### config.mk
export PLATFORM = sky130hd
export DESIGN_NAME = serial_parallel_aligner_flat
export DESIGN_NICKNAME = d
export VERILOG_FILES = /design/src/rtl/serial_parallel_aligner_if.sv /design/src/rtl/serial_parallel_aligner.sv /design/src/flat_wrapper.sv
export SDC_FILE = /design/constraint.sdc
export NUM_CORES = 1
export LEC_CHECK = 0
export BUFFER_PORTS_ARGS = -buffer_cell sky130_fd_sc_hd__buf_2
export CORE_UTILIZATION = 60
export DETAILED_ROUTE_END_ITERATION = 8
export GPL_TIMING_DRIVEN = 1
export PLACE_DENSITY = 0.88
export SYNTH_ARGS = -nofsm -noshare
export SYNTH_HDL_FRONTEND = slang
export SYNTH_SLANG_ARGS = --single-unit
### constraint.sdc
create_clock -name CLK -period 2.6 [get_ports CLK]
set_clock_uncertainty 0.1 [all_clocks]
set_input_delay 0.26 -clock CLK [delete_from_list [all_inputs] [get_ports CLK]]
set_output_delay 0.26 -clock CLK [all_outputs]
set_load 0.02 [all_outputs]
### src/rtl/serial_parallel_aligner_if.sv
// Serial-in / word-out bundle between the line sampler (master) and the comma aligner (slave).
interface serial_parallel_aligner_if #(
  parameter int unsigned WIDTH = 8
);
  logic             DATA_IN;
  logic             BIT_EN;
  logic [WIDTH-1:0] DATA_OUT;
  logic             VALID_OUT;
  logic             IS_COMMA;
  logic             ALIGNED;

  modport master (
    output DATA_IN,
    output BIT_EN,
    input  DATA_OUT,
    input  VALID_OUT,
    input  IS_COMMA,
    input  ALIGNED
  );

  modport slave (
    input  DATA_IN,
    input  BIT_EN,
    output DATA_OUT,
    output VALID_OUT,
    output IS_COMMA,
    output ALIGNED
  );
endinterface

### src/rtl/serial_parallel_aligner.sv
// Serial-to-parallel deserialiser that hunts for a comma at any bit offset, confirms
// word alignment over LOCK_COUNT commas and drops lock after LOSS_COUNT misaligned commas.
module serial_parallel_aligner #(
  parameter int unsigned      WIDTH      = 8,
  parameter logic [WIDTH-1:0] COMMA      = WIDTH'(8'hBC),
  parameter int unsigned      LOCK_COUNT = 2,
  parameter int unsigned      LOSS_COUNT = 4
) (
  input logic                      CLK,
  input logic                      RESET,
  serial_parallel_aligner_if.slave bus
);
  localparam int unsigned     BCW      = (WIDTH > 1) ? $clog2(WIDTH) : 1;
  localparam int unsigned     LCW      = $clog2(LOCK_COUNT + 1);
  localparam int unsigned     ECW      = $clog2(LOSS_COUNT + 1);
  localparam logic [BCW-1:0]  BIT_LAST = BCW'(WIDTH - 1);
  localparam logic [LCW-1:0]  LOCK_MAX = LCW'(LOCK_COUNT);
  localparam logic [ECW-1:0]  LOSS_MAX = ECW'(LOSS_COUNT);

  typedef enum logic [1:0] {
    ST_HUNT   = 2'd0,
    ST_SYNC   = 2'd1,
    ST_LOCKED = 2'd2
  } state_t;

  state_t           state_r,    state_s;
  logic [WIDTH-1:0] sr_r,       sr_s;
  logic [BCW-1:0]   bit_cnt_r,  bit_cnt_s;
  logic [LCW-1:0]   lock_cnt_r, lock_cnt_s;
  logic [ECW-1:0]   err_cnt_r,  err_cnt_s;
  logic [WIDTH-1:0] dout_r,     dout_s;
  logic             valid_r,    valid_s;
  logic             comma_r,    comma_s;
  logic             aligned_r,  aligned_s;

  logic [WIDTH-1:0] shift_s;
  logic             match_s;
  logic             boundary_s;
  logic [LCW-1:0]   lock_inc_s;
  logic [ECW-1:0]   err_inc_s;

  // Counters saturate at their limits instead of wrapping.
  assign shift_s    = {bus.DATA_IN, sr_r[WIDTH-1:1]};
  assign match_s    = (shift_s == COMMA);
  assign boundary_s = (bit_cnt_r == BIT_LAST);
  assign lock_inc_s = (lock_cnt_r == LOCK_MAX) ? LOCK_MAX : lock_cnt_r + LCW'(1);
  assign err_inc_s  = (err_cnt_r == LOSS_MAX) ? LOSS_MAX : err_cnt_r + ECW'(1);

  // Next-state and output decode; with BIT_EN low everything holds and VALID_OUT drops.
  always_comb begin
    state_s    = state_r;
    sr_s       = sr_r;
    bit_cnt_s  = bit_cnt_r;
    lock_cnt_s = lock_cnt_r;
    err_cnt_s  = err_cnt_r;
    dout_s     = dout_r;
    valid_s    = 1'b0;
    comma_s    = comma_r;
    if (bus.BIT_EN) begin
      sr_s      = shift_s;
      bit_cnt_s = boundary_s ? BCW'(0) : bit_cnt_r + BCW'(1);
      case (state_r)
        ST_HUNT: begin
          if (match_s) begin
            bit_cnt_s  = BCW'(0);
            lock_cnt_s = LCW'(1);
            if (LOCK_COUNT == 1) begin
              state_s   = ST_LOCKED;
              err_cnt_s = ECW'(0);
            end else begin
              state_s = ST_SYNC;
            end
          end else begin
            state_s = ST_HUNT;
          end
        end
        ST_SYNC: begin
          if (boundary_s && match_s) begin
            lock_cnt_s = lock_inc_s;
            if (lock_inc_s >= LOCK_MAX) begin
              state_s   = ST_LOCKED;
              err_cnt_s = ECW'(0);
            end else begin
              state_s = ST_SYNC;
            end
          end else if (match_s) begin
            bit_cnt_s  = BCW'(0);
            lock_cnt_s = LCW'(1);
          end else begin
            state_s = ST_SYNC;
          end
        end
        ST_LOCKED: begin
          if (boundary_s) begin
            dout_s  = shift_s;
            valid_s = 1'b1;
            comma_s = match_s;
            if (match_s) begin
              err_cnt_s = ECW'(0);
            end else begin
              err_cnt_s = err_cnt_r;
            end
          end else if (match_s) begin
            // A comma off the word grid: count it, keep the current grid until the limit.
            if (err_inc_s >= LOSS_MAX) begin
              state_s    = ST_SYNC;
              bit_cnt_s  = BCW'(0);
              lock_cnt_s = LCW'(1);
              err_cnt_s  = ECW'(0);
            end else begin
              err_cnt_s = err_inc_s;
            end
          end else begin
            state_s = ST_LOCKED;
          end
        end
        default: begin
          state_s    = ST_HUNT;
          bit_cnt_s  = BCW'(0);
          lock_cnt_s = LCW'(0);
          err_cnt_s  = ECW'(0);
        end
      endcase
    end else begin
      valid_s = 1'b0;
    end
    aligned_s = (state_s == ST_LOCKED);
  end

  // State and output registers.
  always_ff @(posedge CLK or negedge RESET) begin
    if (!RESET) begin
      state_r    <= ST_HUNT;
      sr_r       <= {WIDTH{1'b0}};
      bit_cnt_r  <= BCW'(0);
      lock_cnt_r <= LCW'(0);
      err_cnt_r  <= ECW'(0);
      dout_r     <= {WIDTH{1'b0}};
      valid_r    <= 1'b0;
      comma_r    <= 1'b0;
      aligned_r  <= 1'b0;
    end else begin
      state_r    <= state_s;
      sr_r       <= sr_s;
      bit_cnt_r  <= bit_cnt_s;
      lock_cnt_r <= lock_cnt_s;
      err_cnt_r  <= err_cnt_s;
      dout_r     <= dout_s;
      valid_r    <= valid_s;
      comma_r    <= comma_s;
      aligned_r  <= aligned_s;
    end
  end

  assign bus.DATA_OUT  = dout_r;
  assign bus.VALID_OUT = valid_r;
  assign bus.IS_COMMA  = comma_r;
  assign bus.ALIGNED   = aligned_r;
endmodule

### src/flat_wrapper.sv
// flat-port wrapper written by rule: the top's interface ports become plain ports
module serial_parallel_aligner_flat 
#(
  parameter int unsigned      WIDTH      = 8,
  parameter logic [WIDTH-1:0] COMMA      = WIDTH'(8'hBC),
  parameter int unsigned      LOCK_COUNT = 2,
  parameter int unsigned      LOSS_COUNT = 4
)
  (CLK, RESET, bus_DATA_IN, bus_BIT_EN, bus_DATA_OUT, bus_VALID_OUT, bus_IS_COMMA, bus_ALIGNED);
  serial_parallel_aligner_if #(.WIDTH(WIDTH)) bus_i ();
  input logic CLK;
  input logic RESET;
  input wire logic [$bits(bus_i.DATA_IN)-1:0] bus_DATA_IN;
  input wire logic [$bits(bus_i.BIT_EN)-1:0] bus_BIT_EN;
  output wire logic [$bits(bus_i.DATA_OUT)-1:0] bus_DATA_OUT;
  output wire logic [$bits(bus_i.VALID_OUT)-1:0] bus_VALID_OUT;
  output wire logic [$bits(bus_i.IS_COMMA)-1:0] bus_IS_COMMA;
  output wire logic [$bits(bus_i.ALIGNED)-1:0] bus_ALIGNED;
  assign bus_i.DATA_IN = bus_DATA_IN;
  assign bus_i.BIT_EN = bus_BIT_EN;
  assign bus_DATA_OUT = bus_i.DATA_OUT;
  assign bus_VALID_OUT = bus_i.VALID_OUT;
  assign bus_IS_COMMA = bus_i.IS_COMMA;
  assign bus_ALIGNED = bus_i.ALIGNED;
  serial_parallel_aligner #(.WIDTH(WIDTH), .COMMA(COMMA), .LOCK_COUNT(LOCK_COUNT), .LOSS_COUNT(LOSS_COUNT)) u_core (.CLK(CLK), .RESET(RESET), .bus(bus_i));
endmodule
Word level (Yosys, flattened, before mapping)
Index checks and enable logic that the tools add are counted.
{"block": "word_totals", "reg_bits": 29, "inputBits": 4, "output_inout_bits": 11, "elab_cells": 66}
{"block": "classes", "addsub": 3, "n_lt_le_gt_ge": 2, "eq_ne": 12, "muxes": 34, "n_bitwise": 1, "n_reduce_logical": 5}
{"op": "2-to-1 mux 3 bit", "count": 13}
{"op": "2-to-1 mux 2 bit", "count": 13}
{"op": "one-hot mux 3 bit (3 select lines)", "count": 2}
{"op": "one-hot mux 2 bit (3 select lines)", "count": 2}
{"op": "equality test 8 bit, second input constant", "count": 1}
{"op": "!= test 2 x 1 -> 1 bit, second input constant", "count": 4}
{"op": "adder 3 x 1 -> 3 bit, second input constant", "count": 2}
{"op": "equality test 2 bit, second input constant", "count": 3}
{"op": "equality test 3 bit, second input constant", "count": 2}
{"op": "AND reduction 5 bit", "count": 1}
{"op": "2-to-1 mux 1 bit", "count": 4}
{"op": "AND reduction 4 bit", "count": 1}
{"op": ">= comparator 3 bit, second input constant", "count": 1}
{"op": "AND reduction 3 bit", "count": 1}
{"op": "adder 2 x 1 -> 2 bit, second input constant", "count": 1}
{"op": "equality test 2 x 1 -> 1 bit, second input constant", "count": 1}
{"op": ">= comparator 2 bit, second input constant", "count": 1}
{"op": "zero test 2 bit", "count": 1}
{"op": "!= test 2 bit, second input constant", "count": 1}
{"op": "logical AND 1 bit", "count": 1}
{"op": "inverter 1 bit", "count": 1}

Logic depth before layout (Yosys ltp)
{"block": "logic_depth", "depth_word": 9, "ltp_mapped": 7}

Least setup slack after synthesis
No wires, ideal clock.
{"block": "synth_path", "kind": "register to register", "from": "register u_core.bit_cnt_r[0]", "to": "register u_core.dout_r[0], in the netlist u_core.bus.DATA_OUT[0]", "setup_time_ns": 0.125, "t_arrival_ns": 1.484, "required_time_ns": 2.375, "path_slack_ns": 0.891, "stages_incl_launch_ff": 7, "period_less_slack_ns": 1.709, "path_cell_list": "dfrtp_1 > ha_1 > ha_1 > buf_2 > nand3_1 > buf_2 > mux2_2"}
{"block": "synth_between", "elab_chain_cells": 2}
{"element": "from (decl)", "line_no": "serial_parallel_aligner.sv:28", "source": "logic [BCW-1:0] bit_cnt_r, bit_cnt_s;"}
{"element": "from (signal assigned)", "line_no": "serial_parallel_aligner.sv:145", "source": "bit_cnt_r <= bit_cnt_s;"}
{"element": "equality test 3 bit", "line_no": "serial_parallel_aligner.sv:45", "source": "assign boundary_s = (bit_cnt_r == BIT_LAST);"}
{"element": "AND reduction 3 bit (no source line)"}
{"element": "to (signal assigned)", "line_no": "serial_parallel_aligner.sv:138", "source": "dout_r <= {WIDTH{1'b0}};"}
{"element": "to (signal assigned)", "line_no": "serial_parallel_aligner.sv:148", "source": "dout_r <= dout_s;"}
{"element": "to (decl)", "line_no": "serial_parallel_aligner.sv:31", "source": "logic [WIDTH-1:0] dout_r, dout_s;"}
Every way passes these cells.
A chain may end at the register's enable or synchronous reset.

Final worst setup path
{"block": "layout_path", "from": "register u_core.bit_cnt_r[0]", "to": "register u_core.dout_r[6], in the netlist u_core.bus.DATA_OUT[6]"}
The elaborated chain is that of the path after synthesis.

==> run_results.csv <==
group,metric,value,unit
cells_and_area,layout_commonest_cell,"dfrtp_1",
clocking,path_clk_slew,0.14,ns
drt,drtPass1Iterations,6,
placed_design,dp_hpwl,1760,um
cells_and_area,final_nets,139,
clocking,cts_setup_buffers,0,
synth,synth_area,1360,um2
floorplanning,core,2040,um2
sta,drv_slew,0,
pwr,clkPwrFrac,0.189,
sta,rsz0062_at_grt,"false",
sta,max_freq,0.517,GHz
cells_and_area,drive_gt1_frac,0.258,
synth,synth.largest_area_cell,"dfrtp_1",
pwr,p_per_area,603,nW/um2
synth,synth.avg_cell_area,11.6,um2
cells_and_area,area_growth,6.72,%
drt,drc,0,
run_status,status,"finished, final reports clean",
worst_setup_path,worst_setup_path_start_kind,"flip-flop",
synth,yosysSeqAreaShare,0.515,
floorplanning,chipHeight,49.6,um
cells_and_area,fillers,163,
clocking,cts_tree,"built",
placed_design,port_buffers,14,
floorplanning,dieArea,2460,um2
drt,wirelength,2410,um
worst_setup_path,crit_fanout,11,
synth,synth_nets,126,
synth,synth_top_area_frac,0.515,
pwr,p_comb_frac,0.182,
global_route,grt_max_degree,29,
cells_and_area,finalNonFillerCells,155,
sta,layout_min_cycle_time,1.94,ns
pwr,netSwitchingFraction,0.285,
sta,tightest_slew,0.602,ns
drt,vias,946,
pwr,p_int,625,uW
floorplanning,dieWidth,49.6,um
clocking,cts_max_path_buffers,2,
global_route,grt_pass1_wl,4180,um
pwr,power.switching,249,uW
run,maxCapViolations,0,
clocking,clkLatencyLatePin,0.31,ns
global_route,grt_use_total,0.222,
placed_design,place.gp.congestion,0.983,
synth,synth.yosys.warnings,0,
worst_setup_path,worstSetupPathType,"flip-flop to flip-flop",
cells_and_area,seqCellArea,701,um2
drt,ant_nets,0,
clocking,numClockSinks,28,
cells_and_area,multi_input_area,581,um2
placed_design,dp_cells,151,
floorplanning,initial_utilization,0.666,
clocking,postCtsHoldBufs,1,
clocking,clock-root-buffer,"clkbuf_4",
floorplanning,ios,15,
cells_and_area,antennaDiodeCount,0,
clocking,post_cts_resized,0,
synth,yosys_register_bits,28,
sta,hold_viol,0,
cells_and_area,layout_common_cells,"28 x dfrtp_1, 14 x mux2_2, 14 x buf_2",
global_route,antenna_found_initial,0,
drt,post_drt_wl_per_cell,15.5,um
worst_setup_path,worstPathArrival,2.04,ns
worst_setup_path,cp-end-kind,"flip-flop",
pwr,ir_worst_vdd,0.000407,V
pwr,power_leakage,0.000721,uW
sta,fin_crit_sh,0.744,
synth,synth_cell_type_count,37,
drt,first_iter_violations,7,
sta,slew-limit-headroom,0.599,
pwr,p_seq_frac,0.628,
synth,synth_cells,117,
worst_hold_path,hp-class,"input pin to flip-flop",
clocking,cts_inserted_buffers,3,
worst_setup_path,required,2.70,ns
sta,setup_viol,0,
sta,fin_setup_tns,0,ns
synth,netlist_top_cells_area,"dfrtp_1 52%, mux2_2 12%, ha_1 4.6%",
global_route,grt_pass1_vias,913,
global_route,grt_overflow,0,
floorplanning,placementRows,16,
pwr,fin_total_pwr,875,uW
clocking,cts_max_level,1,
drt,vias_per_cell,6.10,
==> final cells by class <==
type                    instances  area share
multi-input cells              73       0.400
repair buffers                 15      0.0552
clock buffers                   3      0.0155
well taps                      27      0.0233
inverters                       9      0.0233
flip-flops and latches         28       0.483
==> sequential cells by signal (all words and copies together), names as in the netlist <==
register	cells
u_core.bit_cnt_r	3
u_core.bus.DATA_OUT	8
u_core.err_cnt_r	3
u_core.sr_r	7
u_core.bus.IS_COMMA	1
u_core.bus.ALIGNED	1
u_core.bus.VALID_OUT	1
u_core.lock_cnt_r	2
u_core.state_r	2
==> critical path, cell delays in order, from the launching register on <==
cell and delay (ns):
dfrtp_1 0.38, ha_1 0.15, ha_1 0.33, nand3_1 0.43, mux2_1 0.44
==> path summary, 6_finish.rpt <==
kind | start | end | slack, ns | depth (start not counted)
hold / removal | bus_DATA_IN | u_core.sr_r[7] | 0.12 | 2
min in group asynchronous | RESET | u_core.err_cnt_r[0] | 0.37 | 2
max in group asynchronous | RESET | u_core.state_r[0] | 1.63 | 2
hold reg to reg | u_core.bus.IS_COMMA | u_core.bus.IS_COMMA | 0.40 | 2
setup reg to reg | u_core.bit_cnt_r[0] | u_core.bus.DATA_OUT[6] | 0.66 | 4
setup / recovery | u_core.bit_cnt_r[0] | u_core.bus.DATA_OUT[6] | 0.66 | 4
==> power by group through the flow <==
stage / sequential (uW) / combinational [uW] / clock [uW]
after global placement: 554 / 148 / 0
after floorplan: 543 / 125 / 0
after global routing: 560 / 177 / 193
after detailed placement: 558 / 158 / 0
after CTS: 550 / 159 / 174
final: 550 / 159 / 166
==> synthesized netlist by cell type <==
cell type / number
o21bai_1: 1
nor3_1: 1
a21o_1: 1
mux2_2: 14
and4_1: 1
nand2_1: 6
nand3b_1: 1
ha_1: 5
o31ai_1: 1
dfrtp_1: 28
o311ai_1: 1
a311oi_1: 1
o32ai_1: 1
nand3_1: 6
nand2b_1: 3
a31oi_1: 2
buf_4: 4
nand4_1: 1
a221oi_1: 1
mux2_1: 1
o211ai_1: 3
a211oi_1: 1
nor3b_2: 1
nor2b_4: 1
o22a_1: 1
o21ai_1: 1
a2bb2oi_1: 1
and3_1: 1
and4bb_1: 1
inv_1: 9
o22ai_1: 2
o21ai_0: 4
a21oi_1: 4
and4b_1: 1
and2_1: 2
buf_2: 3
nor3b_1: 1
==> logic make-up after synthesis <==
| logic type | after synthesis | share of synthesized area |
|---|---|---|
| compound gates | 26 | 0.129 |
| fa+ha+maj | 5 | 0.0460 |
| buf+inv | 16 | 0.0580 |
| flops | 28 | 0.515 |
| mux | 15 | 0.124 |
| simple gates | 27 | 0.128 |
==> metal layers <==
metal | wire length, um | vias to the layer above | global-route usage | part of all wire
li1 | - | 447 | - | -
met1 | 1070 | 478 | 0.290 | 0.44
met2 | 1250 | 19 | 0.387 | 0.52
met3 | 78 | 2 | 0.0309 | 0.032
met4 | 13 | 0 | 0.0524 | 0.0054
met5 | 0 | - | 0 | 0
==> stage by stage <==
stage          setup WS (ns)   util  hold WS (ns)  instance area [um2]
3_5_place_dp           0.670  0.695         0.200                 1420
3_3_place_gp           0.743  0.695         0.195                 1420
6_report               0.665  0.711         0.124                 1450
5_1_grt                0.508  0.711        0.0993                 1450
4_1_cts                0.661  0.711         0.112                 1450
2_1_floorplan          0.891      -        -0.136                 1360
No activity file was read; power rests on OpenSTA's default activity.
